$ cat src/rtl/des_seq_pkg.sv
// rtl/des_seq_pkg.sv - shared types and constants for the DES block sequencer
package des_seq_pkg;

    typedef enum logic [2:0] {
        IDLE,
        CMD,
        FILL,
        LAUNCH,
        WAIT_DES,
        HOLD,
        SEND
    } seq_state_t;

    localparam logic MODE_ENC     = 1'b0;
    localparam logic MODE_DEC     = 1'b1;
    localparam int   CMD_MODE_BIT = 0;
    localparam int   BLOCK_W      = 64;

endpackage

$ cat src/rtl/des_block_sequencer_block_packer.sv
// rtl/des_block_sequencer_block_packer.sv - MSB-first byte packer with saturating byte count
module block_packer
    import des_seq_pkg::*;
#(
    parameter int BLOCK_BYTES = 8
)
(
    input  logic               clk,
    input  logic               rst,
    input  logic               clr,
    input  logic               shift,
    input  logic [7:0]         byte_in,
    output logic [BLOCK_W-1:0] block,
    output logic               last,
    output logic               any_bytes
);

    localparam int               CNT_W   = (BLOCK_BYTES > 1) ? $clog2(BLOCK_BYTES) : 1;
    localparam logic [CNT_W-1:0] CNT_MAX = CNT_W'(BLOCK_BYTES - 1);

    logic [CNT_W-1:0] count;

    // New bytes enter at the LSB end so the first byte lands in the top byte lane.
    always_ff @(posedge clk) begin
        if (rst || clr) begin
            block <= '0;
            count <= '0;
        end else if (shift) begin
            block <= {block[BLOCK_W-9:0], byte_in};
            if (count != CNT_MAX) begin
                count <= count + 1'b1;
            end
        end
    end

    assign last      = (count == CNT_MAX);
    assign any_bytes = (count != '0);

endmodule

$ cat src/rtl/des_block_sequencer.sv
// rtl/des_block_sequencer.sv - I2C-to-3DES block sequencer; DES_SEQ_BLK_COUNT_EN enables blk_count
module des_block_sequencer
    import des_seq_pkg::*;
#(
    parameter int BLOCK_BYTES    = 8,
    parameter int TIMEOUT_CYCLES = 4096,
    parameter int TMR_W          = 13
)
(
    input  logic               clk,
    input  logic               rst,
    input  logic               byte_valid,
    input  logic [7:0]         byte_in,
    input  logic               i2c_start,
    input  logic               i2c_stop,
    input  logic               i2c_rw,
    output logic               des_start,
    output logic               des_mode,
    output logic [BLOCK_W-1:0] des_in,
    input  logic               des_done,
    input  logic [BLOCK_W-1:0] des_out,
    output logic [BLOCK_W-1:0] write_data,
    output logic               output_ready,
    output logic               data_ready,
    output logic               err_overrun,
    output logic               err_short,
    output logic               err_timeout,
    output logic [15:0]        blk_count
);

    seq_state_t       state, state_nxt;
    logic             abort, start_wr, wdog_exp;
    logic             pk_clr, pk_shift, pk_last, pk_any;
    logic [TMR_W-1:0] wdog;

    assign abort    = i2c_start | i2c_stop;
    assign start_wr = i2c_start & ~i2c_rw;
    assign wdog_exp = (wdog == TMR_W'(TIMEOUT_CYCLES - 1));

    block_packer #(
        .BLOCK_BYTES (BLOCK_BYTES)
    ) u_packer (
        .clk       (clk),
        .rst       (rst),
        .clr       (pk_clr),
        .shift     (pk_shift),
        .byte_in   (byte_in),
        .block     (des_in),
        .last      (pk_last),
        .any_bytes (pk_any)
    );

    always_ff @(posedge clk) begin
        if (rst) begin
            state <= IDLE;
        end else begin
            state <= state_nxt;
        end
    end

    // Start/stop outrank a same-cycle byte; a write start always re-enters CMD.
    always_comb begin
        state_nxt = state;
        case (state)
            IDLE:     if (start_wr) state_nxt = CMD;
            CMD: begin
                if (start_wr)        state_nxt = CMD;
                else if (abort)      state_nxt = IDLE;
                else if (byte_valid) state_nxt = FILL;
            end
            FILL: begin
                if (start_wr)                   state_nxt = CMD;
                else if (abort)                 state_nxt = IDLE;
                else if (byte_valid && pk_last) state_nxt = LAUNCH;
            end
            LAUNCH:   state_nxt = WAIT_DES;
            WAIT_DES: begin
                if (des_done)      state_nxt = HOLD;
                else if (wdog_exp) state_nxt = IDLE;
            end
            HOLD:     if (i2c_start) state_nxt = i2c_rw ? SEND : CMD;
            SEND: begin
                if (start_wr)   state_nxt = CMD;
                else if (abort) state_nxt = IDLE;
            end
            default:  state_nxt = IDLE;
        endcase
    end

    always_comb begin
        des_start   = (state == LAUNCH);
        pk_clr      = (state == CMD)  && byte_valid && !abort;
        pk_shift    = (state == FILL) && byte_valid && !abort;
        err_short   = (state == FILL) && abort && pk_any;
        err_timeout = (state == WAIT_DES) && !des_done && wdog_exp;
        err_overrun = 1'b0;
        if (state == LAUNCH || state == WAIT_DES || state == HOLD || state == SEND) begin
            err_overrun = byte_valid && !abort;
        end
    end

    always_ff @(posedge clk) begin
        if (rst) begin
            des_mode     <= MODE_ENC;
            write_data   <= '0;
            data_ready   <= 1'b0;
            output_ready <= 1'b0;
            wdog         <= '0;
        end else begin
            output_ready <= (state == HOLD) && i2c_start && i2c_rw;
            if (pk_clr) begin
                des_mode <= byte_in[CMD_MODE_BIT] ? MODE_DEC : MODE_ENC;
            end
            if (state == LAUNCH) begin
                wdog <= '0;
            end else if (state == WAIT_DES) begin
                wdog <= wdog + 1'b1;
            end
            if (state == WAIT_DES && des_done) begin
                write_data <= des_out;
                data_ready <= 1'b1;
            end else if ((state == HOLD && start_wr) || (state == SEND && abort)) begin
                data_ready <= 1'b0;
            end
        end
    end

`ifdef DES_SEQ_BLK_COUNT_EN
    logic [15:0] blk_cnt_q;

    always_ff @(posedge clk) begin
        if (rst) begin
            blk_cnt_q <= 16'h0000;
        end else if (state == WAIT_DES && des_done) begin
            blk_cnt_q <= blk_cnt_q + 16'd1;
        end
    end

    assign blk_count = blk_cnt_q;
`else
    assign blk_count = 16'h0000;
`endif

endmodule

$ cat config.mk
export PLATFORM = sky130hd
export DESIGN_NAME = des_block_sequencer
export DESIGN_NICKNAME = d
export VERILOG_FILES = /design/src/rtl/des_seq_pkg.sv /design/src/rtl/des_block_sequencer_block_packer.sv /design/src/rtl/des_block_sequencer.sv
export SDC_FILE = /design/constraint.sdc
export NUM_CORES = 1
export LEC_CHECK = 0
export CORE_UTILIZATION = 65
export CTS_BUF_LIST = sky130_fd_sc_hd__clkbuf_4
export CTS_CLUSTER_DIAMETER = 120
export DETAILED_ROUTE_END_ITERATION = 8
export DONT_BUFFER_PORTS = 1
export GPL_TIMING_DRIVEN = 0
export MAX_ROUTING_LAYER = met4
export PLACE_DENSITY = 0.81
export SETUP_SLACK_MARGIN = 0.4
export SLEW_MARGIN = 20
export SYNTH_ARGS = -nofsm -noshare
export SYNTH_HDL_FRONTEND = slang
export SYNTH_SLANG_ARGS = --single-unit
$ cat constraint.sdc
create_clock -name clk -period 3.8 [get_ports clk]
set_input_delay 0.19 -clock clk [delete_from_list [all_inputs] [get_ports clk]]
set_output_delay 0.19 -clock clk [all_outputs]
set_load 0.01 [all_outputs]
# Word level (Yosys, flattened, before mapping)
# Cells that the tools add are included.
# classes
n_eq_ne	15
muxes	18
n_bitwise	3
n_addsub	2
n_reduce_logical	28
# ops
cell	n
$mux 3	13
$pmux 3 s7	1
$logic_and 1x1->1	15
$add 13x1->13 const B	1
$eq 13x12->1 const B	1
$eq 3x3->1 const B	4
$ne 3x3->1 const B	3
$ne 4x4->1 const B	2
$eq 3x2->1 const B	2
$reduce_and 6->1	1
$logic_or 1x1->1	5
$mux 1	4
$ne 2x2->1 const B	2
$add 3x1->3 const B	1
$eq 3x1->1 const B	1
$logic_not 3->1	1
$reduce_bool 3->1	1
$logic_not 1->1	2
$reduce_and 2->1	1
$reduce_bool 2->1	1
$reduce_or 2->1	1
$and 1x1->1	1
$not 1->1	1
$or 1x1->1	1
# totals
out_inout_bits	151
input_bits	79
reg_bits	150
word_cells	74

# Logic depth before layout (Yosys ltp)
# Gate-level depths: netlist of run 1.
# logic_depth
word_depth	6
mapped_depth	8
mapped_depth_nobuf	6

# Hierarchy
# Synthesis of run 1 repeated with hierarchy kept, for this count alone.
# hier_totals
hier_cells	647
hier_area_um2	5830.6
# modules_own_cells
mod	area_per_inst_um2	instances	cells_per_inst	seq_area_each_um2
des_block_sequencer	3390.8	1	423	1661.6
block_packer	2439.8	1	224	1341.3

# Worst setup path after synthesis of run 1
# Ideal clock, no wire load.
# synth_timing
path_type	register -> register
start	reg state[1]
end	reg u_packer.block[43]
arrival_ns	1.604
required_time_ns	3.684
setup_ns	0.116
path_stages_with_launch	9
path_slack_ns	2.080
synth_period_minus_slack_ns	1.720
cell_sequence	dfxtp_1 or3b_1 buf_2 or2_1 clkbuf_1 buf_6 clkbuf_1 nand2_1 a21oi_1
# synth_between
elab_chain_cells	4
# synth_rtl
element	line	rtl
start, declared	des_block_sequencer.sv:31	seq_state_t state, state_nxt;
start signal, assigned	des_block_sequencer.sv:57	state <= state_nxt;
$eq 3x1->1	des_block_sequencer.sv:92	pk_clr = (state == CMD) && byte_valid && !abort;
$logic_and 1x1->1 (2 in series)	des_block_sequencer.sv:92	
$logic_or 1x1->1	des_block_sequencer_block_packer.sv:25	if (rst || clr) begin
end signal, assigned	des_block_sequencer_block_packer.sv:29	block <= {block[BLOCK_W-9:0], byte_in};
end, declared	des_block_sequencer_block_packer.sv:13	output logic [BLOCK_W-1:0] block,
# Several ways; a longest one is shown, not always the timed one.
# A chain may end at the register's enable or synchronous reset.

# Worst setup path in the final report of run 1
# layout_timing
start	reg state[2]
end	out err_timeout
# layout_between
elab_chain_cells	3
# layout_rtl
element	line	rtl
$eq 3x3->1	des_block_sequencer.sv:95	err_timeout = (state == WAIT_DES) && !des_done && wdog_exp;
$logic_and 1x1->1 (2 in series)	des_block_sequencer.sv:95	
end, declared	des_block_sequencer.sv:27	output logic err_timeout,
# No other way between the ends.

==> results.txt, run 1 <==
H-tree depth -> 4
vias post-DR -> 5436
area of the multi-input gates -> 2400 µm²
Tmin final -> 2.502 ns
Least-Margin Pin Slew -> 0.6587 ns
vias in the first global route -> 5160
share of cells above drive strength 1 -> 9.091%
most common cell in the synthesized netlist -> nand2_1
# IOs -> 230
fill count -> 475
critical path's slowest cell -> nor3b_2
clock latency on the worst-skew pair -> 0.55 ns
ys async rst share -> 0%
number of synthesized flops with an enable pin -> 0
arrival time worst endpoint -> 2.31 ns
Placement Rows -> 33
Worst Slack Setup Final -> 1.298 ns
final net count -> 918
RD Place Congestion -> 0.8210
HPWL after detailed placement -> 9942 µm
Tcrit/Tclk final -> 65.85%
largest area contributor in the netlist -> dfxtp_1
Max-cap violations -> 0
final wirelength -> 16460 µm
first-pass GRT wire length -> 24670 µm
Post-Place Worst Slack -> 1.694 ns
dominant synthesized flop cell -> dfxtp_1
RSZ-0062 raised after global routing -> no
path type of the worst min-delay path -> in -> reg
GRT Residual Overflow -> 0
CTS clock-pin slew for the worst setup and hold paths -> 0.13 ns
CP endpoint kind -> output port
Yosys top cell area share -> 52.15%
Leakage -> 2.527 nW
unique cell type count in the Yosys netlist -> 46
Power Total -> 3.519 mW
post-CTS resize count -> 0
Mapped Avg Cell Area -> 7.975 µm²
Core ar. -> 8382 µm²
Port-buffer cells -> 0
Die ar. -> 9239 µm²
Num CTS Buffers -> 17
CP peak stage delay -> 0.57 ns
pwr dens -> 499.5 nW/µm²
starting density of the core -> 68.70%
WL/cell -> 17.27 µm
all-layer global routing usage -> 36.53%
run status -> finished clean
Hold Violations, Final -> 0
Iter 0 DRT Violations -> 312
CTS root buf -> clkbuf_4
final setup TNS -> 0 ns
Gate Count Post-Synth -> 722
clock tree buffer depth -> 2
Achievable Freq -> 399.6 MHz
initial antenna violation count -> 1
CTS Sinks -> 150
Max FO, Critical Path -> 10
CP Cell Sequence -> buf_4 > nor3b_2 > nand2b_1 > nor4_1
Hold Buf Count CTS -> 79
count of state elements after synthesis -> 150
crit path launch type -> flip-flop
Slew HR -> 55.90%
largest cells by area after synthesis -> dfxtp_1 (52%), nand2_1 (17%), a21oi_1 (12%)
Residual DRC -> 0
antenna-violating nets left -> 0
post-synthesis sequential area ratio -> 52.15%
Synth top cells by count -> nand2_1 (267), dfxtp_1 (150), a21oi_1 (135)
Slew Viols, Final -> 0
area grow syn2layout -> 22.36%
CTS tree -> built
Die Wd -> 96.12 µm
final setup violation count -> 0
Synth Warn # -> 0
synthesized area -> 5758 µm²
Die H -> 96.12 µm
WS Path Type -> reg -> out
Post-CTS Setup Bufs -> 0
pin count of the biggest net entering global routing -> 17
Worst Skew -> 0.02798 ns
worst vdd ir -> 0.4034 mV
register area -> 3003 µm²
router iterations before antenna repair -> 5
worst hold slack -> 0.06491 ns
drt via density -> 5.704
Critical Path RT -> 3.61 ns
-- flip-flops by register name, indices dropped and copies added (netlist names) --
signal / flops
write_data: 64
state: 3
output_ready: 1
wdog: 13
u_packer.count: 3
data_ready: 1
u_packer.block: 64
des_mode: 1
-- cell type report --
cell class,instances,share of cell area (%)
diodes,1,0.03552
plain buffers,65,5.416
clock buffers,18,1.918
clock inverters,13,2.433
inverters,8,0.4262
multi-input cells,514,34.06
flip-flops and latches,150,42.62
well taps,105,1.865
repair buffers,79,11.22
-- through the flow --
| stage | util, % | instance area (µm²) | cells |
|---|---|---|---|
| after floorplan | - | 5814 | 737 |
| after global placement | 70.94 | 5946 | 842 |
| after detailed placement | 70.94 | 5946 | 842 |
| after CTS | 84.03 | 7043 | 952 |
| after global routing | 84.06 | 7046 | 953 |
| final | 84.06 | 7046 | 953 |
-- path summary, 6_finish.rpt --
path	from	end	slack (ns)	cells after the start
setup / recovery	state[2]	err_timeout	1.30	4
hold / removal	i2c_start	u_packer.block[0]	0.06	4
setup reg to reg	state[2]	state[0]	1.35	7
hold reg to reg	write_data[7]	write_data[7]	0.51	2
-- kinds of logic after synthesis --
family | synth area share (%)
AND/OR/NAND/NOR | 23.10
AO/OA/AOI/OAI | 13.99
flip-flops | 52.15
buffers and inverters | 7.149
XOR/XNOR | 1.977
adder cells (fa/ha/maj) | 0.8692
multiplexers | 0.6954
other | 0.06513
-- placed cells by master (no fill, tap or decap), types with 6 or more instances in the layout --
| cell | Yosys | routed |
|---|---|---|
| a21oi_1 | 135 | 135 |
| conb_1 | 1 | 16 |
| xnor2_1 | 6 | 6 |
| buf_4 | 17 | 17 |
| clkbuf_1 | 25 | 25 |
| dfxtp_1 | 150 | 150 |
| nand2_1 | 267 | 267 |
| inv_1 | 8 | 8 |
| buf_2 | 17 | 17 |
| clkbuf_4 | 0 | 18 |
| dlygate4sd3_1 | 0 | 79 |
| nor2_1 | 21 | 21 |
| xor2_1 | 7 | 7 |
| o21ai_0 | 6 | 6 |
-- worst max-delay path, delay by kind of cell, from the launching register on --
kind	cells	cell delay, ns
simple gates	3	1.25
buf+inv	1	0.17
flops	1	0.36
-- power by group --
| group | switching [mW] | internal (mW) |
|---|---|---|
| registers | 0.124 | 1.68 |
| logic | 0.399 | 0.258 |
| clock network | 0.591 | 0.471 |
-- layer usage --
metal	global-route usage (%)	vias up	part of all wire [%]
met3	13.59	72	10
li1	-	2552	-
met2	61.17	303	50
met1	37.38	2509	36
met5	-	-	0
met4	18.66	0	4.1
No activity file was read; power rests on OpenSTA's default activity.
==> run 2, diff against run 1 <==
clock period = 2.5 ns   (was 3.8 ns; I/O delays follow)
==> run 2 against run 1 <==
  * Setup slack lost 0.92 ns
  * Sequential share of layout area decreased by 0.34 points
  * Power up 54%
  * Critical path depth is 4 higher
  * Global-route usage increased by 0.13 points
==> results.txt, run 2 (synthesis results as in run 1) <==
Die Wd -> 96.12 µm
vias post-DR -> 5449
worst vdd ir -> 0.5268 mV
path type of the worst min-delay path -> in -> reg
H-tree depth -> 4
CTS root buf -> clkbuf_4
Placement Rows -> 33
GRT Residual Overflow -> 0
arrival time worst endpoint -> 2.60 ns
most common cell after layout, fill and taps aside -> nand2_1
share of cells above drive strength 1 -> 10.47%
fill count -> 456
Hold Startpoint -> des_done
Hold Violations, Final -> 0
Iter 0 DRT Violations -> 305
Core ar. -> 8382 µm²
WS Path Type -> reg -> reg
Post-Place Worst Slack -> 0.3937 ns
WL/cell -> 17.43 µm
biggest regs -> u_packer.block (64), write_data (64), wdog (13)
Port-buffer cells -> 0
Worst Skew -> 0.02430 ns
Critical Path RT -> 2.98 ns
crit path launch type -> flip-flop
Least-Margin Pin Slew -> 0.5202 ns
Leakage -> 2.561 nW
router iterations before antenna repair -> 5
Achievable Freq -> 471.6 MHz
first-pass GRT wire length -> 24780 µm
RD Place Congestion -> 0.8210
CTS clock-pin slew for the worst setup and hold paths -> 0.14 ns
pin count of the biggest net entering global routing -> 17
final setup TNS -> 0 ns
run status -> finished clean
Max FO, Critical Path -> 10
vias in the first global route -> 5199
final wirelength -> 16690 µm
Slew Viols, Final -> 0
antenna-violating nets left -> 0
starting density of the core -> 68.70%
Setup crit start -> state[2]
Slew HR -> 65.32%
clock latency on the worst-skew pair -> 0.55 ns
final setup violation count -> 0
all-layer global routing usage -> 36.66%
worst r2r src -> state[2]
# IOs -> 230
pwr dens -> 761.2 nW/µm²
Max-cap violations -> 0
Die H -> 96.12 µm
RSZ-0062 raised after global routing -> yes
initial antenna violation count -> 1
HPWL after detailed placement -> 9942 µm
CP endpoint kind -> flip-flop
most frequent cells in the layout -> nand2_1 (267), dfxtp_1 (150), a21oi_1 (134)
final net count -> 921
CTS Sinks -> 150
drt via density -> 5.694
Tmin final -> 2.121 ns
Worst Slack Setup Final -> 0.3795 ns
clock tree buffer depth -> 2
area grow syn2layout -> 23.34%
Die ar. -> 9239 µm²
CTS tree -> built
Num CTS Buffers -> 17
Tcrit/Tclk final -> 84.82%
Residual DRC -> 0
==> run 2: repair_timing <==
action | CTS | global route
resized for setup | 2 | 17
endpoints found under the setup margin | 13 | 72
hold buffers | 79 | 0
setup buffers | 2 | 1
hold endpoints to repair | 77 | 0
pin swaps | 0 | 0
==> run 2: worst paths after layout <==
kind / endpoint / slack [ns] / depth (start not counted)
worst max register to register: write_data[0] / 0.38 / 8
worst max-delay path: write_data[0] / 0.38 / 8
worst min-delay path: write_data[62] / 0.03 / 4
worst min register to register: write_data[16] / 0.51 / 2
==> run 2: power by group <==
group	total, mW	switching, mW	leakage [nW]	internal (mW)
Clock	1.61	0.897	0.154	0.715
Combinational	1.05	0.621	1.20	0.431
Sequential	2.74	0.194	1.21	2.55
Total	5.41	1.71	2.56	3.69
==> run 2: critical path, cell delays in order (launching register included) <==
cell and delay (ns):
dfxtp_1 0.37, buf_6 0.15, nor3b_4 0.19, buf_4 0.17, and2_1 0.16, buf_4 0.18, nand2_1 0.10, dlygate4sd3_1 0.60
a21oi_1 0.15
==> run 2: area by class of cell <==
class | count | area, µm² | share of cell area (%)
diodes | 2 | 5.005 | 0.07047
plain buffers | 65 | 396.6 | 5.585
clock buffers | 18 | 135.1 | 1.903
clock inverters | 13 | 171.4 | 2.414
inverters | 8 | 30.03 | 0.4228
multi-input cells | 514 | 2416 | 34.02
flip-flops and latches | 150 | 3003 | 42.28
well taps | 105 | 131.4 | 1.850
repair buffers | 82 | 813.3 | 11.45
==> run 2: metrics by stage <==
step | utilization, % | instance area [µm²] | power (mW) | hold WS (ns) | std cells
after floorplan | - | 5814 | 3.402 | 0.2597 | 737
after global routing | 84.70 | 7099 | 5.618 | 0.02484 | 956
after global placement | 70.94 | 5946 | 3.555 | 0.2632 | 842
final | 84.73 | 7102 | 5.406 | 0.02655 | 957
after CTS | 84.36 | 7071 | 5.296 | 0.004136 | 954
after detailed placement | 70.94 | 5946 | 3.599 | 0.2682 | 842
==> run 2: per-layer routing <==
| layer | up-vias | wire (µm) | global-route usage, % |
|---|---|---|---|
| met3 | 72 | 1773 | 13.82 |
| met1 | 2474 | 5976 | 37.71 |
| li1 | 2559 | - | - |
| met2 | 344 | 8223 | 60.52 |
| met5 | - | 0 | - |
| met4 | 0 | 711 | 19.78 |
